### config.mk
export PLATFORM = sky130hd
export DESIGN_NAME = vga_timing_gen
export DESIGN_NICKNAME = d
export VERILOG_FILES = /design/src/rtl/vga_timing_gen.sv
export SDC_FILE = /design/constraint.sdc
export NUM_CORES = 1
export LEC_CHECK = 0
export ABC_AREA = 1
export BUFFER_PORTS_ARGS = -buffer_cell sky130_fd_sc_hd__buf_2
export CAP_MARGIN = 20
export CORE_MARGIN = 10
export CORE_UTILIZATION = 61
export DETAILED_ROUTE_END_ITERATION = 6
export HOLD_SLACK_MARGIN = 0.08
export PLACE_DENSITY = 0.85
export SLEW_MARGIN = 10
export SYNTH_ARGS = -nofsm -noshare
export SYNTH_HDL_FRONTEND = slang
export SYNTH_SLANG_ARGS = --single-unit
### constraint.sdc
create_clock -name CLK -period 3 [get_ports CLK]
set_clock_uncertainty 0.05 [all_clocks]
set_input_delay 0.6 -clock CLK [delete_from_list [all_inputs] [get_ports CLK]]
set_output_delay 0.6 -clock CLK [all_outputs]
set_load 0.1 [all_outputs]
### src/rtl/vga_timing_gen.sv
// Parametrised VGA timing generator: sync/DE decode, pixel coordinates, linear address, line/frame strobes.
// Optional colour-bar test pattern on RGB when VGA_TIMING_TPG_EN is defined; otherwise RGB is tied to 0.
module vga_timing_gen #(
  parameter int unsigned H_ACTIVE = 640,
  parameter int unsigned H_FP     = 16,
  parameter int unsigned H_SYNC   = 96,
  parameter int unsigned H_BP     = 48,
  parameter int unsigned V_ACTIVE = 480,
  parameter int unsigned V_FP     = 10,
  parameter int unsigned V_SYNC   = 2,
  parameter int unsigned V_BP     = 33,
  parameter bit          HS_POL   = 1'b0,
  parameter bit          VS_POL   = 1'b0,
  parameter int unsigned CW       = 11,
  parameter int unsigned AW       = 19
) (
  input  logic          CLK,
  input  logic          RST_N,
  input  logic          EN,
  output logic          HS,
  output logic          VS,
  output logic          DE,
  output logic [CW-1:0] X,
  output logic [CW-1:0] Y,
  output logic [AW-1:0] ADDR,
  output logic          SOL,
  output logic          SOF,
  output logic [23:0]   RGB
);

  localparam int unsigned H_TOTAL = H_ACTIVE + H_FP + H_SYNC + H_BP;
  localparam int unsigned V_TOTAL = V_ACTIVE + V_FP + V_SYNC + V_BP;

  localparam logic [CW-1:0] H_ACT      = CW'(H_ACTIVE);
  localparam logic [CW-1:0] H_ACT_LAST = CW'(H_ACTIVE - 1);
  localparam logic [CW-1:0] H_SYNC_BEG = CW'(H_ACTIVE + H_FP);
  localparam logic [CW-1:0] H_SYNC_LST = CW'(H_ACTIVE + H_FP + H_SYNC - 1);
  localparam logic [CW-1:0] H_LAST     = CW'(H_TOTAL - 1);
  localparam logic [CW-1:0] V_ACT      = CW'(V_ACTIVE);
  localparam logic [CW-1:0] V_ACT_LAST = CW'(V_ACTIVE - 1);
  localparam logic [CW-1:0] V_SYNC_BEG = CW'(V_ACTIVE + V_FP);
  localparam logic [CW-1:0] V_SYNC_LST = CW'(V_ACTIVE + V_FP + V_SYNC - 1);
  localparam logic [CW-1:0] V_LAST     = CW'(V_TOTAL - 1);

  logic [CW-1:0] hc;
  logic [CW-1:0] vc;
  logic [AW-1:0] addr;
  logic          de;
  logic          hs_act;
  logic          vs_act;
  logic          line_end;

  always_comb begin
    de       = (hc < H_ACT) && (vc < V_ACT);
    hs_act   = (hc >= H_SYNC_BEG) && (hc <= H_SYNC_LST);
    vs_act   = (vc >= V_SYNC_BEG) && (vc <= V_SYNC_LST);
    line_end = (hc == H_LAST);
  end

  always_ff @(posedge CLK or negedge RST_N) begin
    if (!RST_N) begin
      hc <= '0;
      vc <= '0;
    end else if (EN) begin
      if (line_end) begin
        hc <= '0;
        vc <= (vc == V_LAST) ? '0 : vc + CW'(1);
      end else begin
        hc <= hc + CW'(1);
      end
    end
  end

  // Restarts after the final visible pixel so it is already 0 when the next frame's DE begins.
  always_ff @(posedge CLK or negedge RST_N) begin
    if (!RST_N) begin
      addr <= '0;
    end else if (EN && de) begin
      if (hc == H_ACT_LAST && vc == V_ACT_LAST) addr <= '0;
      else                                      addr <= addr + AW'(1);
    end
  end

  always_ff @(posedge CLK or negedge RST_N) begin
    if (!RST_N) begin
      HS   <= ~HS_POL;
      VS   <= ~VS_POL;
      DE   <= 1'b0;
      X    <= '0;
      Y    <= '0;
      ADDR <= '0;
      SOL  <= 1'b0;
      SOF  <= 1'b0;
    end else if (EN) begin
      HS   <= hs_act ? HS_POL : ~HS_POL;
      VS   <= vs_act ? VS_POL : ~VS_POL;
      DE   <= de;
      ADDR <= addr;
      SOL  <= de && (hc == '0);
      SOF  <= de && (hc == '0) && (vc == '0);
      if (de) begin
        X <= hc;
        Y <= vc;
      end
    end
  end

`ifdef VGA_TIMING_TPG_EN
  localparam logic [CW-1:0] BAR_LAST = CW'(H_ACTIVE / 8 - 1);

  logic [CW-1:0] bar_cnt;
  logic [2:0]    bar_idx;
  logic [23:0]   bar_rgb;

  // Bar order white..black maps to R=~idx[1], G=~idx[2], B=~idx[0].
  always_comb begin
    bar_rgb = {{8{~bar_idx[1]}}, {8{~bar_idx[2]}}, {8{~bar_idx[0]}}};
  end

  always_ff @(posedge CLK or negedge RST_N) begin
    if (!RST_N) begin
      bar_cnt <= '0;
      bar_idx <= '0;
    end else if (EN) begin
      if (line_end) begin
        bar_cnt <= '0;
        bar_idx <= '0;
      end else if (bar_cnt == BAR_LAST) begin
        bar_cnt <= '0;
        bar_idx <= bar_idx + 3'd1;
      end else begin
        bar_cnt <= bar_cnt + CW'(1);
      end
    end
  end

  always_ff @(posedge CLK or negedge RST_N) begin
    if (!RST_N)  RGB <= '0;
    else if (EN) RGB <= de ? bar_rgb : '0;
  end
`else
  assign RGB = '0;
`endif

endmodule

==> results of run 1 <==
## metal layers
layer	vias to the layer above	global-route usage	routed length, um	share of wire
li1	1861	-	-	-
met1	1809	0.231	4360	0.41
met2	135	0.329	5430	0.51
met3	33	0.0525	634	0.059
met4	0	0.0841	286	0.027
met5	-	0	0	0
## metrics by stage
step | area [um2] | setup WS [ns]
final | 4950 | 1.02
after global routing | 4950 | 0.905
after CTS | 4950 | 1.02
after detailed placement | 4710 | 0.684
after global placement | 4710 | 0.777
after floorplan | 4610 | 1.37
## how the worst max path moves through the flow
stage                           to  slack [ns]  cells past startpoint
6_report                        VS        1.02                      1
4_1_cts                         HS        1.02                      1
2_1_floorplan  addr[6]$_DFFE_PN0P_        1.37                      9
5_1_grt          vc[7]$_DFFE_PN0P_        0.90                      6
3_5_place_dp   addr[6]$_DFFE_PN0P_        0.68                      9
3_3_place_gp   addr[6]$_DFFE_PN0P_        0.78                      9
## power groups by stage
stage	registers (mW)	clock network, mW	logic (mW)
after floorplan	1.90	0	0.644
after global placement	1.52	0	1.21
after detailed placement	1.52	0	1.24
after CTS	1.50	0.989	1.25
after global routing	1.53	1.06	1.36
final	1.51	0.985	1.26
## final cells by class
cell class              count  area (um2)  area share
well taps                  99         124      0.0250
clock buffers              11         131      0.0265
flip-flops and latches     87        2180       0.440
clock inverters             5         106      0.0215
inverters                  59         224      0.0452
multi-input cells         404        1910       0.387
repair buffers             50         270      0.0546
## cell families after synthesis
group,after synthesis,synth area share
AO/OA/AOI/OAI,71,0.0811
XOR/XNOR,12,0.0232
adder cells (fa/ha/maj),6,0.0166
buffers and inverters,100,0.114
flip-flops,87,0.482
other,1,0.000829
AND/OR/NAND/NOR,291,0.282
## registers in the layout, summed over array words and instances, names as in the netlist, 11 cells and up
register and count:
Y 11, X 11, ADDR 19, vc 11
hc 11, addr 19
## cells in the final DEF, fill, tap and decap left out, drive strengths merged, types with 3 or more instances in the layout
cell type,count
nand2,158
dfrtp,85
o21ai,59
inv,58
nor2,56
buf,50
nand3,40
conb,24
nand4,16
xor2,12
nor3,12
clkbuf,11
a21oi,7
ha,6
nand3b,3
o21bai,3
bufinv,3
==> results by group, run 1 <==
Outcome
  • Outcome: completed

Placed design
  • Placed cells: around 700
  • Post-DP HPWL: 7410 um
  • Port bufs: 48
  • RD Place Congestion: between 0.9 and 1

Clock tree
  • Reg clk slew, reported paths: 0.08 ns
  • Clock Tree Root: clkbuf_8
  • Longest Clk Path Bufs: 2
  • Worst skew pair latency: 0.37 ns
  • Post-CTS setup buffer count: 0
  • Post-CTS sizing: 0
  • CTS Buf Count: 9
  • H-tree levels: 3
  • CTS sink cnt: 87
  • CTS Hold Bufs: 0
  • CTS tree: built

Worst setup path
  • CP peak stage delay: roughly 0.54 ns
  • Worst Path Arrival: ~1.3 ns
  • Buf+Inv Stages, Crit Path: 1
  • Crit path max-delay cell type: dfstp_2
  • Required time worst endpoint: 2.35 ns
  • Crit path max-delay family: flip-flops
  • Crit path launch type: flop
  • Crit-path max FO: 2
  • CP Class: reg -> out
  • RR Endpoint: vc[7]$_DFFE_PN0P_
  • Crit path launch: VS$_DFFE_PN1P_
  • Reg-to-reg setup timing slack: between 1 and 1.5 ns
  • R2R cell count: 6
  • CP Cell Sequence: buf_2
  • CP endpoint kind: output pin
  • Reg-to-reg critical path startpoint: hc[7]$_DFFE_PN0P_

GRT
  • Total GRT Usage: 0.196
  • Number of global-route vias before repair: roughly 3,800
  • Largest net degree at the start of global routing: 60
  • Initial antenna violation count: 0
  • GRT Residual Overflow: 0
  • First-pass GRT wire length: between 15,000 and 20,000 um

Pwr
  • Switching part of the total: 0.432
  • Peak supply drop: approximately 0.48 mV
  • Total power: around 3.7 mW
  • PD cells: about 760 nW/um2
  • Sequential Power Share: 0.402
  • Comb pwr share: 0.335
  • P_leak: 2.53 nW
  • Cell Int Power: 2.13 mW
  • Clk network pwr share: 0.263
  • Psw: 1.62 mW

Timing
  • Finish-stage setup viols: 0
  • RSZ-0062 raised after global routing: no
  • Final Max Tran Viols: 0
  • Crit share post-route: 0.661
  • Period minus WS final: roughly 2.0 ns
  • Worst Hold Slack: roughly 0.24 ns
  • Final Hold Fails: 0
  • Slew headroom: 0.531
  • Tightest Pin Transition: 0.704 ns
  • Fmax: 0.505 GHz
  • Setup TNS: 0 ns

Yosys
  • Synthesized area per cell: between 7 and 8 um2
  • Fraction of registers with async set/reset: 1.00
  • Post-synth top area cell: dfrtp_1
  • Netlist cell types: 35
  • Syn Inst Count: roughly 570
  • Count leader, synth: nand2_1
  • Ys Warns: 0
  • Top FF cell, synth: dfrtp_1
  • Seq/Total Area, Yosys: 0.482
  • Top cells by count, synth: nand2_1, dfrtp_1, inv_1
  • Seq cells post-synth: 87
  • Post-synth EDFFs: 0
  • Synthesized cell area: about 4500 um2
  • Top cell type's share of synthesized area: 0.470
  • Largest cells by area after synthesis: dfrtp_1, nand2_1, o21ai_0

Floorplan
  • Die area: 11,300 um2
  • Chip Width: between 100 and 150 um
  • # rows: 31
  • Die height: 106 um
  • Initial Util: 0.627
  • Core ar.: between 7000 and 8000 um2
  • I/O Pins: 73

Min path
  • HP Class: in -> async

Route
  • DRT iter0 DRCs: approximately 260
  • DR pass1 iterations: 5
  • DR DRC count: 0
  • Vias per cell: about 5.4
  • DR WL/cell: around 15 um
  • Post-DRT Antenna Nets: 0
  • Total number of vias: 3,838
  • Final wirelength: around 11,000 um

Layout
  • Layout cell share with drive strength beyond 1: 0.138
  • Antenna cells: 0
  • Final Util: 0.686
  • Finished Layout Cells: approximately 720
  • Fill cells: roughly 620
  • Area growth from synthesis to layout: 9.43%
  • Fin nets: between 600 and 700

Job
  • Max Cap Viol: 0
(Power assumes the default switching activity.)
==> inputs of run 2 (changes only) <==
Settings changed: ABC_AREA 1 to 0, CORE_UTILIZATION 61 to 56, PLACE_DENSITY 0.85 to 0.8.
Clock period 3 ns to 1.9 ns, I/O delays scaled along.
==> results by group, run 2 <==
Outcome
  • Outcome: complete, but fails checks
  • Failing checks: setup timing

Placed design
  • Placed instance area: 4760 um2 (+0.96%)
  • Placed cells: 598 (-14%)
  • Post-DP HPWL: 7320 um (-1.2%)
  • RD Place Congestion: 0.885 (-5.1%)
  • Pre-CTS WS: -0.0983 ns (-0.783 ns)
  • Port bufs: 48 (unchanged)

Route
  • DRT iter0 DRCs: 256 (-2.3%)
  • Final wirelength: 11,800 um (+10%)
  • Post-DRT Antenna Nets: 0 (unchanged)
  • Total number of vias: 3,735 (-2.7%)
  • DR WL/cell: 18.5 um (+24%)
  • DR DRC count: 0 (unchanged)
  • Vias per cell: 5.86 (+9.2%)
  • DR pass1 iterations: 7 (+2)

Yosys
  • Seq/Total Area, Yosys: 0.518 (+0.0361)
  • Seq cells post-synth: 87 (unchanged)
  • Top FF cell, synth: dfrtp_1
  • Synthesized area per cell: 9.90 um2 (+24%)
  • Synthesized cell area: 4210 um2 (-7.0%)
  • Top cells by count, synth: dfrtp_1, nand2_1, o21ai_0
  • Netlist cell types: 46 (+31%)
  • Largest cells by area after synthesis: dfrtp_1, nand2_1, mux2_2
  • Count leader, synth: dfrtp_1
  • Top cell type's share of synthesized area: 0.506 (+0.0352)
  • Syn Inst Count: 425 (-25%)
  • Post-synth top area cell: dfrtp_1
  • Fraction of registers with async set/reset: 1.00 (unchanged)
  • Post-synth EDFFs: 0 (unchanged)
  • Ys Warns: 0 (unchanged)

Layout
  • Antenna cells: 0 (unchanged)
  • Layout cell share with drive strength beyond 1: 0.346 (+0.208)
  • Design Area, Final: 5380 um2 (+8.7%)
  • Fin nets: 542 (-13%)
  • Most common cell after layout, fill and taps aside: dfrtp_1
  • Finished Layout Cells: 637 (-11%)
  • Area growth from synthesis to layout: 27.9%
  • Most frequent cells in the layout: dfrtp_1, nand2_1, buf_4
  • Top flop regs: ADDR (19), addr (19)
  • Fill cells: 511 (-18%)

Worst setup path
  • Crit path launch type: flop
  • Crit-path max FO: 6 (+4)
  • CP Class: reg -> reg
  • CP endpoint kind: flop
  • CP Cell Sequence: or4_4 -> nor4_4 -> buf_6 -> buf_6 -> a21oi_2 -> o21ai_1 -> o21ai_1
  • CP peak stage delay: 0.55 ns (about the same)
  • Reg-to-reg setup timing slack: -0.11 ns (-1.18 ns)
  • Crit path max-delay cell type: or4_4
  • Required time worst endpoint: 2.10 ns (-0.25 ns)
  • Buf+Inv Stages, Crit Path: 2 (+1)
  • Crit path max-delay family: simple AND/OR/NAND/NOR gates
  • Worst Path Arrival: 2.21 ns (+0.88 ns)

Floorplan
  • Chip Width: 107 um (+0.54%)
  • Die area: 11,400 um2 (+1.1%)
  • Die height: 107 um (+0.54%)
  • Core ar.: 7290 um2 (+1.1%)
  • Initial Util: 0.577 (-0.0499)
  • # rows: 31 (unchanged)
  • I/O Pins: 73 (unchanged)

Pwr
  • PD cells: 1040 nW/um2 (+38%)
  • P_leak: 2.61 nW (+3.1%)
  • Peak supply drop: 0.544 mV (+14%)
  • Total power: 5.62 mW (+50%)

Timing
  • Tightest Pin Transition: 0.506 ns (-0.198 ns)
  • Slew headroom: 0.660 (+0.129)
  • RSZ-0062 raised after global routing: yes
  • Period minus WS final: 2.01 ns
  • Worst Hold Slack: 0.368 ns (+0.132 ns)
  • Final Max Tran Viols: 0 (unchanged)
  • Final Hold Fails: 0 (unchanged)
  • Finish-stage setup viols: 9 (+9)
  • Fmax: roughly 0.50 GHz
  • Crit share post-route: 1.06
  • Worst Setup Slack, final: -0.112 ns (-1.13 ns)

Clock tree
  • H-tree levels: 3 (unchanged)
  • Worst skew pair latency: 0.37 ns (about the same)
  • Reg clk slew, reported paths: 0.09 ns (about the same)
  • Longest Clk Path Bufs: 2 (unchanged)
  • CTS Buf Count: 9 (unchanged)
  • CTS tree: built
  • Clock Tree Root: clkbuf_8
  • CTS sink cnt: 87 (unchanged)

GRT
  • Total GRT Usage: 0.188 (-0.00783)
  • GRT Residual Overflow: 0 (unchanged)
  • Initial antenna violation count: 0 (unchanged)
  • First-pass GRT wire length: 17,500 um (-3.1%)
  • Largest net degree at the start of global routing: 47 (-22%)
  • Number of global-route vias before repair: 3,629 (-3.8%)

Job
  • Max Cap Viol: 0 (unchanged)

Min path
  • HP Class: in -> reg
## run 2: cell count changes in the layout (fill, tap and decap cells not counted), moves of 8 or more
cell | before | now
o21ai_1 | 13 | 27
and3_1 | 1 | 9
buf_4 | 2 | 57
nand3_1 | 38 | 15
buf_6 | 0 | 9
xor2_1 | 12 | 4
o21ai_0 | 46 | 16
nand2_1 | 155 | 66
mux2_2 | 0 | 20
nor2_1 | 52 | 12
inv_1 | 54 | 12
a21oi_2 | 0 | 8
## run 2: cell families (layout without fill, tap and decap cells)
logic type	after synthesis	count (layout)	synth area share
other cells	1	24	0.000891
simple gates	162	162	0.199
compound gates	79	79	0.108
xor+xnor	10	10	0.0208
flops	87	87	0.518
fa+ha+maj	6	6	0.0178
mux	22	22	0.0583
buf+inv	58	148	0.0773
## run 2: final timing paths
kind / start / endpoint / depth (start not counted)
setup / recovery: hc[8]$_DFFE_PN0P_ / addr[8]$_DFFE_PN0P_ / 7
hold / removal: EN / DE$_DFFE_PN0P_ / 3
setup reg to reg: hc[8]$_DFFE_PN0P_ / addr[8]$_DFFE_PN0P_ / 7
hold reg to reg: X[2]$_DFFE_PN0P_ / X[2]$_DFFE_PN0P_ / 2
max in group asynchronous: RST_N / addr[16]$_DFFE_PN0P_ / 3
min in group asynchronous: RST_N / Y[9]$_DFFE_PN0P_ / 2
## run 2: layer usage
layer  routed length, um  track usage  vias to the layer above  part of all wire
li1                    -            -                     1667                 -
met1                4530        0.217                     1827              0.38
met2                5930        0.318                      203              0.50
met3                1040       0.0527                       38             0.088
met4                 314       0.0832                        0             0.027
met5                   0            0                        -                 0
## run 2: per-stage QoR
step | TNS (ns) | util
floorplan | -0.143 | -
CTS | -0.427 | 0.694
detailed placement | -0.871 | 0.652
finish | -0.474 | 0.738
global placement | -0.162 | 0.652
global route | -2.33 | 0.738
## run 2: power by group
part           internal [mW]  leakage (nW)  total, mW  switching (mW)
Sequential              2.07          1.13       2.26           0.187
Clock                  0.777         0.110       1.46           0.686
Combinational          0.396          1.38       1.90            1.50
Total                   3.24          2.61       5.62            2.37
## run 2: worst register-to-register path, stage by stage (launching register included)
cell	delay [ns]
dfrtp_1	0.42
or4_4	0.55
nor4_4	0.15
buf_6	0.17
buf_6	0.14
a21oi_2	0.06
o21ai_1	0.23
o21ai_1	0.12
## run 2: cell type report
| class | instances | area (um2) | share of cell area |
|---|---|---|---|
| flip-flops and latches | 87 | 2180 | 0.405 |
| multi-input cells | 303 | 1940 | 0.360 |
| repair buffers | 118 | 865 | 0.161 |
| clock buffers | 11 | 141 | 0.0263 |
| well taps | 99 | 124 | 0.0230 |
| clock inverters | 5 | 81.3 | 0.0151 |
| inverters | 14 | 52.6 | 0.00977 |
## run 2: timing repair
action | CTS | global route
hold buffers | 1 | 0
pin swaps | 4 | 26
resized for setup | 28 | 43
hold endpoints to repair | 26 | 0
buffers inserted | 2 | 16
cloned | 1 | 3
setup endpoints to repair | 24 | 32
